--- src/rtl/varint_encoder_p.sv ---
// varint_encoder_p: protobuf base-128 varint encoder, one output byte per cycle.
// Optional zigzag mapping of signed values is enabled by defining VARINT_ZIGZAG_EN.
module varint_encoder_p #(
    parameter  int DATA_W = 32,
    localparam int MAX_B  = (DATA_W + 6) / 7,
    localparam int LEN_W  = $clog2(MAX_B + 1)
) (
    input  logic              clk,
    input  logic              reset,
    input  logic              in_fifo_empty,
    input  logic [DATA_W-1:0] in_data,
    input  logic              in_signed,
    output logic              in_fifo_pop,
    output logic              in_index_pop,
    input  logic              out_fifo_full,
    output logic              out_fifo_clr,
    output logic              out_fifo_push,
    output logic [7:0]        out_data,
    output logic              out_index_clr,
    output logic              out_index_push,
    output logic [LEN_W-1:0]  out_len,
    output logic              busy
);
    typedef enum logic [1:0] {INIT, READY, ENCODE} state_t;

    state_t             state;
    logic [DATA_W-1:0]  sr;
    logic [LEN_W-1:0]   cnt;
    logic [DATA_W-1:0]  enc;
    logic               more;
    logic               fire;
    logic               last;

`ifdef VARINT_ZIGZAG_EN
    assign enc = in_signed ? (in_data << 1) ^ {DATA_W{in_data[DATA_W-1]}} : in_data;
`else
    logic unused_signed;
    assign enc = in_data;
    assign unused_signed = in_signed;
`endif

    // Byte emission and pop decisions; a pop on the last byte chains the next value with no bubble
    always_comb begin
        more           = |sr[DATA_W-1:7];
        fire           = (state == ENCODE) && !out_fifo_full;
        last           = fire && !more;
        out_fifo_push  = fire;
        out_data       = fire ? {more, sr[6:0]} : 8'h00;
        out_index_push = last;
        out_len        = last ? cnt + 1'b1 : '0;
        in_fifo_pop    = !in_fifo_empty && ((state == READY) || last);
        in_index_pop   = in_fifo_pop;
        busy           = (state == ENCODE);
    end

    // State, shift register and byte count; one clear pulse on leaving INIT
    always_ff @(posedge clk or negedge reset) begin
        if (!reset) begin
            state         <= INIT;
            sr            <= '0;
            cnt           <= '0;
            out_fifo_clr  <= 1'b0;
            out_index_clr <= 1'b0;
        end else begin
            out_fifo_clr  <= (state == INIT);
            out_index_clr <= (state == INIT);
            case (state)
                INIT:    state <= READY;
                READY:   state <= READY;
                ENCODE:  if (fire) begin
                             sr  <= sr >> 7;
                             cnt <= cnt + 1'b1;
                             if (!more) state <= READY;
                         end
                default: state <= INIT;
            endcase
            if (in_fifo_pop) begin
                sr    <= enc;
                cnt   <= '0;
                state <= ENCODE;
            end
        end
    end
endmodule

--- config.mk ---
export PLATFORM = sky130hd
export DESIGN_NAME = varint_encoder_p
export DESIGN_NICKNAME = d
export VERILOG_FILES = /design/src/rtl/varint_encoder_p.sv
export SDC_FILE = /design/constraint.sdc
export NUM_CORES = 1
export LEC_CHECK = 0
export CAP_MARGIN = 30
export CORE_ASPECT_RATIO = 1.5
export CORE_UTILIZATION = 40
export CTS_BUF_LIST = sky130_fd_sc_hd__clkbuf_4 sky130_fd_sc_hd__clkbuf_8 sky130_fd_sc_hd__clkbuf_16
export CTS_CLUSTER_SIZE = 20
export DETAILED_ROUTE_END_ITERATION = 8
export GPL_ROUTABILITY_DRIVEN = 0
export HOLD_SLACK_MARGIN = 0.02
export PLACE_DENSITY = 0.69
export SLEW_MARGIN = 20
export SYNTH_ARGS = -nofsm -noshare
export SYNTH_HDL_FRONTEND = slang
export SYNTH_SLANG_ARGS = --single-unit
--- constraint.sdc ---
create_clock -name clk -period 3.1 [get_ports clk]
set_clock_uncertainty 0.2 [all_clocks]
set_input_delay 0.62 -clock clk [delete_from_list [all_inputs] [get_ports clk]]
set_output_delay 0.62 -clock clk [all_outputs]
set_load 0.1 [all_outputs]
==> impl_metrics.yaml <==
routing:
  routed_wl_um: 6950
  detail_route.iter0.violations: 104
  route.vias.total: 2398
  detail-route-antenna-nets: 0
  route.detailed.wl_per_inst_um: 17.5
  vias_per_cell: 6.03
  detail_route.drc_violations: 0
  detailedRoute.firstPassIterationCount: 4
finish:
  post_route_cells_drive_above_1_share_pct: 34.6
  nets: 362
  multi_input_comb_area_um2: 1480
  filler_cell_count: 551
  antenna-diode-count: 0
  layout.cells.non_filler: 398
  finalInstanceArea_um2: 3440
  final_util_pct: 55.7
  layout.area.seq_um2: 951
  area_growth_syn_to_layout_pct: 34.4
yosys:
  proportion_of_register_bits_with_asynchronous_set_or_reset_after_synthesis_pct: 100
  synth_flop_cell: "dfrtp_1"
  ys_seq_area_share_pct: 37.2
  synthAdderAreaFrac_pct: 0.489
  yosysMostFrequentCell: "nor3_1"
  yosys_warnings: 0
  number_of_enable_type_register_cells_in_the_synthesized_netlist: 0
  synthesis.area_um2: 2560
  synth.cells.most_frequent: "51 x nor3_1, 38 x dfrtp_1, 26 x a211oi_1"
  combinational_family_with_the_most_area_after_synthesis: "simple AND/OR/NAND/NOR gates"
  synth-xor-area-share_pct: 1.03
  synth.largest_area_cell: "dfrtp_1"
  syn_avg_cell_area_um2: 9.34
  synthSimpleGateAreaFrac_pct: 24.7
  postSynthNetCount: 312
  postSynthRegisterBits: 38
  ys_top_cells_by_area: "dfrtp_1 37%, mux2_2 11%, nor3_1 10%"
  synthCells: 274
  distinct_cells_synth: 37
  synth_compound_gate_area_share_pct: 18.2
  yosys-mux-area-fraction_pct: 11.4
  yosysTopAreaCellShare_pct: 37.2
power:
  clkPwrFrac_pct: 11.7
  power.share.sequential_pct: 32.3
  p_leak_nw: 1.36
  cellInternalPower_w: 0.00162
  power_density_nw_per_um2: 853
  max-vdd-ir-drop_mv: 0.300
  p_comb_share_pct: 56.0
  p_switching_w: 0.00132
  power.switching_fraction_pct: 44.9
run_status:
  outcome: "finished clean"
sta:
  maxClockFrequency_mhz: 336
  final-hold-violation-count: 0
  tightest_slew_ns: 0.538
  post-route-period-util_pct: 96.0
  unrepaired_setup_endpoints_after_global_routing: "no"
  timing.max_slew.rel_slack_pct: 63.8
  timing.setup.tns_ns: 0
  crit_path_time_final_ns: 2.98
  slew_viol_final: 0
  setup_violations: 0
global_routing:
  grt_pass1_vias: 2396
  grt_first_pass_wirelength_um: 11600
  grt_start_max_net_pins: 39
  initial_antenna_violation_count: 0
  groute.usage.overall_pct: 22.6
  grt_overflow_total: 0
clock_network:
  clkSinkCount: 38
  clock-root-buffer: "clkbuf_8"
  clk_transition_reported_paths_ns: 0.07
  h-tree-depth: 2
  number_of_buffers_created_by_cts: 5
  clock_path_buffers: 2
  worst_skew_pair.late_latency_ns: 0.29
  cts_tree: "yes"
worst_setup_path:
  timing.critical_path.required_ns: 2.28
  critical_path_class: "reg -> out"
  cp_slowest_cell: "nor4_1"
  cp.arrival_ns: 2.16
  critical_path.top_delay_family: "simple AND/OR/NAND/NOR gates"
  slowest_delay_ns: 0.52
  worstSetupEndpointType: "output pin"
  critical_path_buf_inv_count: 1
  max_fanout_on_critical_path: 4
  cp_cell_sequence: "nor4_1, and4_1, nand2_4, a21oi_4, buf_12"
  start_kind: "flip-flop"
die:
  die-height_um: 100
  floorplan.io_pins: 55
  initial_core_util_pct: 41.4
  dieArea_um2: 6730
  std_cell_rows: 35
  chipWidth_um: 67.3
  core_area_um2: 6170
place:
  dpl.cell_count: 388
  placement.cell_area_um2: 3310
  buffer_ports.inserted: 53
  hpwlAfterDp_um: 4740
worst_hold_path:
  hold_path_class: "reg -> reg"
run:
  drv.max_cap_violation_count: 0
[routing by layer]
metal / track usage (%) / share of wire, % / wire, um
met1: 26.9 / 39 / 2730
met2: 39.0 / 54 / 3760
met3: 3.18 / 4.2 / 293
met4: 10.3 / 2.3 / 157
met5: 0 / 0 / 0
[sequential cells by signal, indices dropped and copies added (netlist names)]
name           count
sr                32
cnt                3
state              2
out_index_clr      1
[power by group through the flow]
stage | registers [W] | clock network (W) | logic, W
floorplan | 0.000907 | 0 | 0.00124
global placement | 0.000937 | 0 | 0.00159
detailed placement | 0.000948 | 0 | 0.00163
CTS | 0.000938 | 0.000346 | 0.00164
global route | 0.000967 | 0.000368 | 0.00178
finish | 0.000947 | 0.000343 | 0.00164
[metrics by stage]
step           hold slack, ns  setup WS (ns)  power [W]
2_1_floorplan           0.124         -0.300    0.00214
6_report                0.326          0.124    0.00293
4_1_cts                 0.268         0.0173    0.00292
5_1_grt                 0.357         0.0348    0.00311
3_3_place_gp            0.306        -0.0483    0.00252
3_5_place_dp            0.305        -0.0718    0.00257
[cells in the final DEF, fill, tap and decap left out, drive strengths merged]
master         netlist  final
or3b                 1      1
buf                 13     36
and4                 2      2
nor2                 9      9
nor3                51     51
inv                  1      1
clkdlybuf4s50        0     33
a32o                 7      7
dlymetal6s2s         0      1
clkbuf              15      7
a21o                 2      2
xor2                 1      1
xnor2                2      2
dlygate4sd3          0      1
nand2b               1      1
dfrtp               38     38
nand2                2      2
nand3                1      1
a21oi                3      3
and2                 7      7
or4                  1      1
o22ai               25     25
nor2b                2      2
nor4                 5      5
and3                 1      1
a211oi              26     26
clkinv               2      2
ha                   1      1
mux2i                1      1
mux2                25     25
o21ai                2      2
nand4                2      2
or2                 25     25
[path summary, 6_finish.rpt]
check | startpoint | endpoint | slack (ns) | cells past startpoint
min in group asynchronous | reset | sr[5]$_DFFE_PN0P_ | 0.51 | 2
worst min register to register | state[1]$_DFFE_PN0P_ | out_index_clr$_DFF_PN0_ | 0.33 | 1
worst min-delay path | state[1]$_DFFE_PN0P_ | out_index_clr$_DFF_PN0_ | 0.33 | 1
worst max-delay path | sr[12]$_DFFE_PN0P_ | in_fifo_pop | 0.12 | 5
max in group asynchronous | reset | sr[6]$_DFFE_PN0P_ | 1.76 | 3
worst max register to register | state[0]$_DFFE_PN0P_ | sr[29]$_DFFE_PN0P_ | 0.56 | 7
[what timing repair did]
action	CTS	global route
buffers inserted	0	1
endpoints found under the hold margin	0	7
endpoints found under the setup margin	3	3
pin swaps	1	3
hold buffers	0	1
resized for setup	3	1
[area by class of cell]
type                    instances  area share, %
flip-flops and latches         38           27.6
inverters                       3          0.473
multi-input cells             205           42.9
well taps                      74           2.69
clock buffers                   7           2.44
repair buffers                 71           23.9
[logic make-up after synthesis]
logic type | count (synthesis)
and+or+nand+nor | 110
AOI/OAI and AO/OA | 65
DFF | 38
buffers and inverters | 31
muxes | 26
xor gates and xnor gates | 3
adders and majority gates | 1
No activity file was read; power rests on OpenSTA's default activity.
